[config.mk]
export PLATFORM = sky130hd
export DESIGN_NAME = div16x8_seq
export DESIGN_NICKNAME = d
export VERILOG_FILES = /design/src/rtl/div_pkg.sv /design/src/rtl/div_step.sv /design/src/rtl/div16x8_seq.sv
export SDC_FILE = /design/constraint.sdc
export NUM_CORES = 1
export LEC_CHECK = 0
export BUFFER_PORTS_ARGS = -buffer_cell sky130_fd_sc_hd__buf_2
export CAP_MARGIN = 30
export CORE_UTILIZATION = 52
export CTS_CLUSTER_DIAMETER = 40
export DETAILED_ROUTE_END_ITERATION = 8
export PLACE_DENSITY = 0.75
export SETUP_SLACK_MARGIN = 0.1
export SLEW_MARGIN = 10
export SYNTH_ARGS = -nofsm -noshare
export SYNTH_HDL_FRONTEND = slang
export SYNTH_SLANG_ARGS = --single-unit
[constraint.sdc]
create_clock -name clk -period 3.1 [get_ports clk]
set_input_delay 0.155 -clock clk [delete_from_list [all_inputs] [get_ports clk]]
set_output_delay 0.155 -clock clk [all_outputs]
set_load 0.03 [all_outputs]
[src/rtl/div_pkg.sv]
// Shared types and constants for the sequential 16/8 restoring divider.
// DIV_RADIX4_EN selects two quotient bits per CALC cycle instead of one.
package div_pkg;

  typedef enum logic [1:0] {
    IDLE = 2'd0,
    CALC = 2'd1,
    DONE = 2'd2
  } div_state_t;

  localparam int DW_DEF = 16;
  localparam int VW_DEF = 8;

`ifdef DIV_RADIX4_EN
  localparam int ITER_COUNT = 8;
`else
  localparam int ITER_COUNT = 16;
`endif

  localparam int STEPS_PER_CYCLE = DW_DEF / ITER_COUNT;

  localparam logic [DW_DEF-1:0] DZ_QUOT = 16'hFFFF;

endpackage

[src/rtl/div_step.sv]
// One combinational restoring-division step: shift in a dividend bit and
// conditionally subtract the divisor from the 9-bit partial remainder.
module div_step #(
  parameter int VW = 8
) (
  input  logic [VW:0]   r_in,
  input  logic          q_msb,
  input  logic [VW-1:0] d,
  output logic [VW:0]   r_out,
  output logic          q_bit
);

  logic [VW:0] r_sh;
  logic [VW:0] d_ext;

  assign r_sh  = {r_in[VW-1:0], q_msb};
  assign d_ext = {1'b0, d};

  always_comb begin
    r_out = r_sh;
    q_bit = 1'b0;
    if (r_sh >= d_ext) begin
      r_out = r_sh - d_ext;
      q_bit = 1'b1;
    end
  end

endmodule

[src/rtl/div16x8_seq.sv]
// Start/done sequential restoring divider, 16-bit dividend by 8-bit divisor.
// Build with DIV_RADIX4_EN to chain two steps per cycle (8 CALC cycles).
module div16x8_seq
  import div_pkg::*;
#(
  parameter int DW = DW_DEF,
  parameter int VW = VW_DEF
) (
  input  logic          clk,
  input  logic          rst,
  input  logic          start,
  input  logic [DW-1:0] dividend,
  input  logic [VW-1:0] divisor,
  output logic          busy,
  output logic          done,
  output logic [DW-1:0] quotient,
  output logic [VW-1:0] remainder,
  output logic          div_by_zero
);

  localparam int STEPS = STEPS_PER_CYCLE;
  localparam int CNT_W = $clog2(ITER_COUNT);

  div_state_t state_reg, state_next;

  logic [DW-1:0]    q_reg;
  logic [VW-1:0]    d_reg;
  logic [VW:0]      r_reg;
  logic [CNT_W-1:0] cnt_reg;
  logic             last_step;

  logic [VW:0]      r_chain [0:STEPS];
  logic [STEPS-1:0] q_bits;
  logic [DW-1:0]    q_next;

  assign r_chain[0] = r_reg;

  // Each chained step consumes the next dividend bit from the MSB downwards.
  generate
    for (genvar gi = 0; gi < STEPS; gi++) begin : g_step
      div_step #(.VW(VW)) u_step (
        .r_in  (r_chain[gi]),
        .q_msb (q_reg[DW-1-gi]),
        .d     (d_reg),
        .r_out (r_chain[gi+1]),
        .q_bit (q_bits[STEPS-1-gi])
      );
    end
  endgenerate

  assign q_next    = {q_reg[DW-1-STEPS:0], q_bits};
  assign last_step = (cnt_reg == CNT_W'(ITER_COUNT - 1));

  always_ff @(posedge clk) begin
    if (rst) state_reg <= IDLE;
    else     state_reg <= state_next;
  end

  always_comb begin
    state_next = state_reg;
    case (state_reg)
      IDLE: if (start) state_next = (divisor == '0) ? DONE : CALC;
      CALC: if (last_step) state_next = DONE;
      DONE: state_next = IDLE;
      default: state_next = IDLE;
    endcase
  end

  always_comb begin
    busy = (state_reg != IDLE);
    done = (state_reg == DONE);
  end

  // Results are written only on the transition into DONE, so the previous
  // result stays visible while a new division is in flight.
  always_ff @(posedge clk) begin
    if (rst) begin
      q_reg       <= '0;
      d_reg       <= '0;
      r_reg       <= '0;
      cnt_reg     <= '0;
      quotient    <= '0;
      remainder   <= '0;
      div_by_zero <= 1'b0;
    end else if (state_reg == IDLE) begin
      if (start) begin
        q_reg       <= dividend;
        d_reg       <= divisor;
        r_reg       <= '0;
        cnt_reg     <= '0;
        div_by_zero <= 1'b0;
        if (divisor == '0) begin
          quotient    <= DZ_QUOT;
          remainder   <= dividend[VW-1:0];
          div_by_zero <= 1'b1;
        end
      end
    end else if (state_reg == CALC) begin
      q_reg   <= q_next;
      r_reg   <= r_chain[STEPS];
      cnt_reg <= cnt_reg + CNT_W'(1);
      if (last_step) begin
        quotient  <= q_next;
        remainder <= r_chain[STEPS][VW-1:0];
      end
    end
  end

endmodule

; ---- Yosys cells after proc, flatten, opt, wreduce, memory -nomap -nowiden
; Index checks and enable logic that the tools add are counted.
[word_totals]
reg_bits = 63
elab_cells = 52
[op_classes]
reduce_logical = 9
mux = 26
eq_ne = 6
add_sub_neg = 2
magnitude_cmp = 1
[ops]
columns = cell, n
row1 = 16-bit 2-to-1 mux, 8
row2 = 8-bit 2-to-1 mux, 9
row3 = 4-bit 2-to-1 mux, 3
row4 = 9-bit by 8-bit >= comparator with 1-bit output, 1
row5 = 8-bit zero test, 1
row6 = 8-bit subtractor, 1
row7 = 2-bit 2-to-1 mux, 3
row8 = 2-bit AND reduction, 3
row9 = 2-bit nonzero test, 3
row10 = 4-bit by 1-bit adder with 4-bit output (second input constant), 1
row11 = 4-bit equality test (second input constant), 1
row12 = 2-bit inequality test (second input constant), 2
row13 = 2-bit case mux with 2 select lines, 1
row14 = 4-bit AND reduction, 1
row15 = 2-bit by 1-bit equality test with 1-bit output (second input constant), 1
row16 = 2-bit equality test (second input constant), 1
row17 = 2-bit zero test, 1
row18 = 1-bit 2-to-1 mux, 2
row19 = 2-bit by 1-bit inequality test with 1-bit output (second input constant), 1

; ---- Longest topological paths before layout
; Gate-level depths: netlist (run 1).
[logic_depth]
depth_word = 5
ltp_mapped = 10

; ---- By module
; From an unflattened synthesis (run 1), not the netlist that was laid out.
[hier_totals]
hier_cells = 387
hier_area_um2 = 3318.2
[by_module_without_submodules]
columns = module, area_each_um2, cells_per_inst, n_inst, seq_area_each_um2
row1 = div16x8_seq, 2771.4, 311, 1, 1281.2
row2 = div_step, 546.8, 76, 1, 0.0

; ---- Least setup slack after synthesis (run 1)
; Ideal clock, no wire load.
[synth_path]
path_type = flip-flop to flip-flop
start = register q_reg[15]
end = register remainder[6]
path_slack_ns = 1.050
arrival_ns = 1.955
path_stages_with_launch = 11
period_less_slack_ns = 2.050
setup_time_ns = 0.096
path_buffers = 0
cell_sequence = dfxtp_1 inv_1 ha_1 inv_1 fa_1 a211oi_1 o21bai_1 a21oi_1 xor2_1 o211a_1 o41ai_2
[synth_via]
elab_chain_len = 5
[synth_rtl]
columns = element, line_no
row1 = from (decl), div16x8_seq.sv:26  ; logic [DW-1:0] q_reg;
row2 = from (signal assigned), div16x8_seq.sv:87  ; q_reg <= dividend;
row3 = from (signal assigned), div16x8_seq.sv:99  ; q_reg <= q_next;
row4 = 8-bit subtractor / 9-bit by 8-bit >= comparator with 1-bit output (equally long branches), "div_step.sv:23, div_step.sv:22"
row5 = 8-bit 2-to-1 mux *, div_step.sv:22  ; if (r_sh >= d_ext) begin
row6 = 8-bit 2-to-1 mux *, div16x8_seq.sv:102  ; if (last_step) begin
row7 = 8-bit 2-to-1 mux *, div16x8_seq.sv:98  ; end else if (state_reg == CALC) begin
row8 = 8-bit 2-to-1 mux *, div16x8_seq.sv:85  ; end else if (state_reg == IDLE) begin
row9 = to (signal assigned), div16x8_seq.sv:94  ; remainder <= dividend[VW-1:0];
row10 = to (signal assigned), div16x8_seq.sv:104  ; remainder <= r_chain[STEPS][VW-1:0];
row11 = to (decl), div16x8_seq.sv:17  ; output logic [VW-1:0] remainder,
; Mark *: on every way between the ends. The rest lies on a longest branch, timed or not. The select of a mux whose other input is x is not followed.
; A chain may end at the register's enable or synchronous reset.

; ---- Worst setup path after layout (run 1)
[layout_path]
start = register d_reg[6]
end = register r_reg[2]
[layout_via]
elab_chain_len = 4
[layout_rtl]
columns = element, line_no
row1 = from (decl), div16x8_seq.sv:27  ; logic [VW-1:0] d_reg;
row2 = from (signal assigned), div16x8_seq.sv:88  ; d_reg <= divisor;
row3 = 9-bit by 8-bit >= comparator with 1-bit output, div_step.sv:22
row4 = 8-bit 2-to-1 mux, div_step.sv:22
row5 = 8-bit 2-to-1 mux, div16x8_seq.sv:98
row6 = 8-bit 2-to-1 mux, div16x8_seq.sv:85
row7 = to (signal assigned), div16x8_seq.sv:100  ; r_reg <= r_chain[STEPS];
row8 = to (decl), div16x8_seq.sv:28  ; logic [VW:0] r_reg;
; Every way passes these cells. The select of a mux whose other input is x is not followed.

==> results of run 1 <==
-- worst min-delay path, delay by kind of cell --
kind,cells,cell delay (ps)
buf+inv,1,90
compound gates,1,70
simple gates,1,40
-- area by class of cell --
cell class | count | area (sq um)
timing repair buffer | 57 | 295
tap | 72 | 90.1
multi-input combinational | 275 | 1650
sequential | 63 | 1260
clock inverter | 6 | 85.1
fill | 523 | 2050
inverter | 13 | 48.8
clock buffer | 10 | 128
-- cell usage in the layout (no fill, tap or decap), types with 3 or more instances in the layout --
cell type	instances
a311oi_1	15
a211oi_1	3
mux2i_1	5
buf_2	53
clkbuf_8	9
ha_1	9
dfxtp_1	63
a22oi_1	5
nor3_1	33
a21o_1	4
xnor2_1	3
nand2_1	58
o21ai_0	6
nor2_1	57
a21oi_1	22
o41ai_2	3
nor2b_1	5
inv_1	12
o21ai_1	3
nand3_1	5
buf_4	4
-- cells in the mapped netlist, types with 2 or more instances --
cell       number
dfxtp_1        63
nand2_1        58
nor2_1         58
nor3_1         33
a21oi_1        22
a311oi_1       15
clkbuf_1       14
inv_1          12
ha_1            9
buf_2           7
o21ai_0         6
a22oi_1         5
mux2i_1         5
nand3_1         5
nor2b_1         5
a21o_1          4
a211oi_1        3
buf_6           3
o21ai_1         3
o41ai_2         3
xnor2_1         3
a21oi_2         2
a2bb2oi_1       2
a31oi_1         2
buf_1           2
mux2_2          2
nor4_1          2
o21a_1          2
xor2_1          2
-- cell families (layout without fill, tap and decap cells) --
kind of cell,after synthesis,count (layout)
and+or+nand+nor,170,170
AOI/OAI and AO/OA,83,83
DFF,63,63
buffers and inverters,39,86
adders and majority gates,10,10
muxes,7,7
xor gates and xnor gates,5,5
-- metal layers --
layer  routed length (microns)  part of all wire [%]  up-vias
met5                         0                     0        -
met3                       352                   4.7       14
met4                       133                   1.8        0
met1                      3630                    48     1354
li1                          -                     -     1405
met2                      3370                    45       79
-- power groups by stage --
stage          Combinational (mW)  Sequential [mW]  Clock (mW)
2_1_floorplan               0.374            0.890           0
3_3_place_gp                0.438            0.902           0
3_5_place_dp                0.447            0.903           0
4_1_cts                     0.450            0.885       0.788
5_1_grt                     0.498            0.891       0.828
6_report                    0.453            0.886       0.783
-- worst min path at each step --
| stage | start | endpoint | depth (start not counted) |
|---|---|---|---|
| final | dividend[8] | q_reg[8] | 3 |
| after global routing | divisor[2] | d_reg[2] | 3 |
| after CTS | divisor[6] | d_reg[6] | 3 |
| after detailed placement | divisor[6] | d_reg[6] | 3 |
| after global placement | divisor[6] | d_reg[6] | 3 |
| after floorplan | divisor[1] | d_reg[1] | 2 |
-- per-stage QoR --
| stage | worst slack (ps) | power, mW | area, sq um | utilization, % |
|---|---|---|---|---|
| after CTS | 848 | 2.12 | 3560 | 63.4 |
| after global routing | 664 | 2.22 | 3560 | 63.4 |
| final | 854 | 2.12 | 3560 | 63.4 |
| after global placement | 916 | 1.34 | 3340 | 59.6 |
| after detailed placement | 873 | 1.35 | 3340 | 59.6 |
| after floorplan | 1050 | 1.26 | 3090 | - |
==> metrics.md, run 1 <==
| Metric | Value |
|---|---|
| Hold Crit Class | `primary input to register` |
| Critical path fanouts, max | `15` |
| Worst Path Arrival | `2460 ps` |
| R2R depth | `8` |
| Reg-to-Reg End | `r_reg[2]` |
| Fraction of layout cells with a size suffix above 1 | `21.7%` |
| Worst-path clk slew | `70 ps` |
| Crit. End Element | `register` |
| Logic gate share of total power | `21.4%` |
| Ys async rst share | `0%` |
| Hold slack final | `59.1 ps` |
| Clock sink count | `63` |
| Count of flip-flops with a built-in enable after synthesis | `0` |
| Vias per cell | `5.75` |
| Period minus WS final | `2250 ps` |
| Die width | `79.0 microns` |
| Count of distinct cell types in the synthesized netlist | `54` |
| Status | `finished clean` |
| Clock tree from TritonCTS | `yes` |
| Max-cap viol count | `0` |
| CTS Buffer Depth | `2` |
| Wire per inst | `15.1 microns` |
| Part of the power in registers | `41.8%` |
| Antenna violations before repair | `0` |
| M3 GR Usage | `6.67%` |
| Worst r2r src | `d_reg[6]` |
| RSZ-0062 raised after global routing | `no` |
| Total wire length | `7.48 mm` |
| Post-CTS Setup Bufs | `0` |
| Hold Fails Final Rpt | `0` |
| Post-synthesis net count | `414` |
| Psw | `0.641 mW` |
| Final cycle utilization of the critical path | `72.4%` |
| Worst-Margin Slew | `684 ps` |
| Ys Warns | `0` |
| Max stage delay on crit path | `400 ps` |
| Most Used Layer, Global Route | `met2` |
| Largest net degree at the start of global routing | `36` |
| Post-synth top area share | `40.9%` |
| # nets final | `456` |
| # resized after CTS | `0` |
| Critical path type | `register to register` |
| Static Leakage | `1.48 nW` |
| Register bit total from synthesis | `63` |
| Max transition margin | `54.4%` |
| Global Route met2 Usage | `40.3%` |
| Setup TNS | `0 ps` |
| CTS H-Tree Depth | `3` |
| Internal power | `1.48 mW` |
| Pre-antenna DRT Iters | `5` |
| Gr ovfl total | `0` |
| Row Count | `27` |
| CP cell instances | `inv_1 -> ha_1 -> a21oi_1 -> o221ai_2 -> a21oi_4 -> mux2_2 -> a22oi_1 -> nor2_1` |
| Main combinational cell family by area after synthesis | `simple AND/OR/NAND/NOR gates` |
| Buffers & Inverters on Critical Path | `1` |
| Area share of and/or/nand/nor cells after synthesis | `23.9%` |
| Buffers on Ports | `53` |
| Final setup violation count | `0` |
| DR vias | `2852` |
| FMAX | `445 MHz` |
| Placed wire-length estimate | `5.18 mm` |
| Dominant cell type by area after synthesis | `dfxtp_1` |
| P&R area growth vs syn | `15.3%` |
| Die Height | `79.0 microns` |
| Placed cell count | `480` |
| CP delay by family, top | `compound AO/OA/AOI/OAI gates` |
| Post-synthesis compound-gate area fraction | `21.4%` |
| Critical Path End | `r_reg[2]` |
| Post-synthesis adder-cell area fraction | `4.30%` |
| Antenna viol nets, final | `0` |
| Mux share of post-synthesis cell area | `2.35%` |
| Die area | `6250 sq um` |
| Slowest CP cell | `mux2_2` |
| Post-Syn Instances | `377` |
| Cell area after synthesis | `3090 sq um` |
| FF-to-FF setup slack | `850 ps` |
| Non-filler instance count after layout | `496` |
| Slew Limit Fails | `0` |
| Clock Power Share | `36.9%` |
| Total CTS buffers | `9` |
| Cell chosen for the clock root | `clkbuf_8` |
| Synth top area cells | `dfxtp_1, nand2_1, nor2_1` |
| WP data required | `3320 ps` |
| Core ar. | `5610 sq um` |
| Synth Area in XOR/XNOR | `1.42%` |
| Maximum vdd ir drop | `0.000412 V` |
| Initial DRC count | `181` |
| Predominant post-synthesis flop cell | `dfxtp_1` |
| Worst-Skew Late Latency | `350 ps` |
| Count of hold-fix buffers inserted at cts | `0` |
| Drt drc | `0` |
| Crit path depth | `8` |
| Critical path origin | `d_reg[6]` |
| Clock skew | `8.81 ps` |
| Total GRT Usage | `25.9%` |
| Sw Ratio | `30.2%` |
| Cell Pwr Density | `597 nW/um^2` |
| Diodes inserted | `0` |
| GPL Wtd Cong | `0.890` |
| Initial Util | `55.0%` |
| Avg Inst Size Synth | `8.18 sq um` |
| Setup crit start kind | `register` |
| Vias in the first global route | `2600` |
| First-pass GRT wire length | `12.4 mm` |
| IO Pins | `54` |
| M1 GR Usage | `35.0%` |
| Sequential share of the synthesized area | `40.9%` |
No activity file was read; power rests on OpenSTA's default activity.
==> run 2, diff against run 1 <==
--- a/config.mk
+++ b/config.mk
@@ -5,6 +5,7 @@
 export SDC_FILE = /design/constraint.sdc
 export NUM_CORES = 1
 export LEC_CHECK = 0
+export ABC_AREA = 1
 export BUFFER_PORTS_ARGS = -buffer_cell sky130_fd_sc_hd__buf_2
 export CAP_MARGIN = 30
 export CORE_UTILIZATION = 52
==> constraint.sdc (replaced) <==
create_clock -name clk -period 2.2 [get_ports clk]
set_input_delay 0.11 -clock clk [delete_from_list [all_inputs] [get_ports clk]]
set_output_delay 0.11 -clock clk [all_outputs]
set_load 0.03 [all_outputs]
==> metrics.md, run 2 <==
| Metric | Value |
|---|---|
| Pre-antenna DRT Iters | `4 (-1)` |
| Status | `finished clean` |
| Critical path fanouts, max | `8 (-7)` |
| IO Pins | `54 (unchanged)` |
| Top post-synthesis cells by count | `nor2_1, dfxtp_1, nand2_1` |
| Cell area after synthesis | `3230 sq um (+4.8%)` |
| Fraction of layout cells with a size suffix above 1 | `18.3% (-3.4 points)` |
| Part of the power in registers | `39.3% (-2.5 points)` |
| Cell Pwr Density | `919 nW/um^2 (+54%)` |
| Worst Hold Path Cells | `3 (unchanged)` |
| Placed cell count | `579 (+21%)` |
| WP data required | `2440 ps (-880 ps)` |
| Predominant post-synthesis flop cell | `dfxtp_1` |
| Diodes inserted | `0 (unchanged)` |
| Sw Ratio | `35.5% (+5.3 points)` |
| Synth top area cells | `dfxtp_1, nor2_1, nand2_1` |
| Maximum vdd ir drop | `0.000609 V (+48%)` |
| Total CTS buffers | `9 (unchanged)` |
| Clock Power Share | `29.6% (-7.3 points)` |
| Slew Limit Fails | `0 (unchanged)` |
| GPL Wtd Cong | `0.907 (+1.9%)` |
| Buffers on Ports | `53 (unchanged)` |
| Worst-Skew Late Latency | `340 ps (about the same)` |
| Die width | `80.9 microns (+2.3%)` |
| Row Count | `28 (+3.7%)` |
| # nets final | `552 (+21%)` |
| Worst slack, placed | `339 ps (-534 ps)` |
| Count of flip-flops with a built-in enable after synthesis | `0 (unchanged)` |
| Antenna violations before repair | `0 (unchanged)` |
| Critical path type | `register to register` |
| Post-Syn Instances | `466 (+24%)` |
| Fill cells | `578 (+11%)` |
| R2R depth | `11 (+3)` |
| Setup TNS | `0 ps (unchanged)` |
| Post-CTS Setup Bufs | `0 (unchanged)` |
| Final core utilization | `62.3% (-1.1 points)` |
| # resized after CTS | `0 (unchanged)` |
| Crit. End Element | `register` |
| Clock sink count | `63 (unchanged)` |
| Logic gate share of total power | `31.1% (+9.7 points)` |
| Register bit total from synthesis | `63 (unchanged)` |
| Most frequent cells in the layout | `nor2_1, dfxtp_1, nand2_1, inv_1, buf_2` |
| Dominant cell type by area after synthesis | `dfxtp_1` |
| Drt drc | `0 (unchanged)` |
| Vias per cell | `5.15 (-10%)` |
| Non-filler instance count after layout | `594 (+20%)` |
| Gr ovfl total | `0 (unchanged)` |
| Core ar. | `5960 sq um (+6.2%)` |
| Setup crit start kind | `register` |
| Count of distinct cell types in the synthesized netlist | `28 (-48%)` |
| Hold Fails Final Rpt | `0 (unchanged)` |
| Clock skew | `9.97 ps (+1.16 ps)` |
| Total wire length | `7.40 mm (-1.1%)` |
| Internal power | `2.20 mW (+49%)` |
| Post-synthesis net count | `503 (+21%)` |
| Max-cap viol count | `0 (unchanged)` |
| Vias in the first global route | `2755 (+6.0%)` |
| Initial DRC count | `207 (+14%)` |
| Wire per inst | `12.5 microns (-17%)` |
| Period minus WS final | `1860 ps (-383 ps)` |
| CTS H-Tree Depth | `3 (unchanged)` |
| Initial Util | `54.3% (-0.71 points)` |
| P&R area growth vs syn | `14.8%` |
| RSZ-0062 raised after global routing | `no` |
| Worst-Margin Slew | `485 ps (-200 ps)` |
| Worst Path Arrival | `2100 ps (-360 ps)` |
| Ys Warns | `0 (unchanged)` |
| Hold slack final | `18.4 ps (-40.6 ps)` |
| Total GRT Usage | `24.5% (-1.3 points)` |
| Ys async rst share | `0% (unchanged)` |
| Final setup violation count | `0 (unchanged)` |
| Psw | `1.21 mW (+89%)` |
| Placed wire-length estimate | `5.30 mm (+2.4%)` |
| DR vias | `3057 (+7.2%)` |
| Static Leakage | `1.87 nW (+27%)` |
| PnR worst setup slack | `337 ps (-517 ps)` |
| Cell chosen for the clock root | `clkbuf_8` |
| Post-synth top area share | `39.0% (-1.9 points)` |
| Most frequent cell after synthesis | `nor2_1` |
| Count of hold-fix buffers inserted at cts | `0 (unchanged)` |
| Final cycle utilization of the critical path | `84.7% (+12 points)` |
| Sequential share of the synthesized area | `39.0% (-1.9 points)` |
| Die Height | `80.9 microns (+2.3%)` |
| CTS Buffer Depth | `2 (unchanged)` |
| Clock tree from TritonCTS | `yes` |
| First-pass GRT wire length | `12.3 mm (-0.72%)` |
| Max transition margin | `67.6% (+13 points)` |
| Hold Crit Class | `primary input to register` |
| Antenna viol nets, final | `0 (unchanged)` |
| FMAX | `537 MHz (+21%)` |
| Die area | `6540 sq um (+4.7%)` |
| Largest net degree at the start of global routing | `47 (+31%)` |
| Avg Inst Size Synth | `6.94 sq um (-15%)` |
| Leading cell type in the layout, fill and taps excluded | `nor2_1` |
| Worst-path clk slew | `60 ps (about the same)` |
## run 2: cell count changes in the layout (fill, tap and decap cells not counted), moves of 5 or more
cell | previous run | this run
o21ai_0 | 6 | 37
inv_1 | 12 | 55
nand3_1 | 5 | 39
a21oi_1 | 22 | 34
mux2i_1 | 5 | 0
nor2b_1 | 5 | 0
o21ai_1 | 3 | 9
o21ai_2 | 1 | 7
a22oi_1 | 5 | 0
nor2_1 | 57 | 91
nor3_1 | 33 | 8
a311oi_1 | 15 | 0
nand4_1 | 0 | 12
## run 2: through the flow
step	cell area, sq um	power [mW]
after detailed placement	3510	2.42
final	3710	3.41
after CTS	3710	3.43
after global routing	3710	3.63
after global placement	3510	2.41
after floorplan	3230	2.17
## run 2: logic make-up after synthesis
logic type,after synthesis,synth area share (%)
AOI/OAI and AO/OA,90,15.1
xor gates and xnor gates,3,0.813
adders and majority gates,10,4.10
buffers and inverters,82,11.2
DFF,63,39.0
and+or+nand+nor,218,29.8
## run 2: power groups by stage
| stage | logic (mW) | clock network [mW] | registers [mW] |
|---|---|---|---|
| 6_report | 1.06 | 1.01 | 1.34 |
| 5_1_grt | 1.20 | 1.07 | 1.36 |
| 4_1_cts | 1.06 | 1.03 | 1.34 |
| 3_5_place_dp | 1.05 | 0 | 1.37 |
| 3_3_place_gp | 1.04 | 0 | 1.36 |
| 2_1_floorplan | 0.734 | 0 | 1.43 |
## run 2: per-layer routing
layer / global-route usage [%] / vias to the layer above / wire length, microns
met2: 40.2 / 61 / 3530
met3: 4.38 / 12 / 323
met1: 31.1 / 1382 / 3410
met4: 11.4 / 0 / 137
met5: 0 / - / 0
li1: - / 1602 / -
## run 2: worst paths after layout
check | end | slack, ps | from
setup / recovery | r_reg[3] | 340 | d_reg[2]
hold / removal | d_reg[0] | 20 | divisor[0]
hold reg to reg | d_reg[3] | 460 | d_reg[3]
setup reg to reg | r_reg[3] | 340 | d_reg[2]
## run 2: layout make-up
cell class                 count  area, sq um  area share [%]
clock inverter                 3         42.5            1.15
tap                           75         93.8            2.53
multi-input combinational    321         1610            43.4
clock buffer                  12          155            4.18
sequential                    63         1260            34.0
timing repair buffer          60          318            8.56
inverter                      60          230            6.20
## run 2: worst max-delay path: stages (launching register included)
cell and delay [ps]:
dfxtp_1 310, inv_1 60, ha_1 400, nand2_1 80
nor2_1 120, nand2_1 90, nand3_1 90, nand3_1 230
nand4_1 200, nand3_1 80, nand2_1 70, inv_1 30
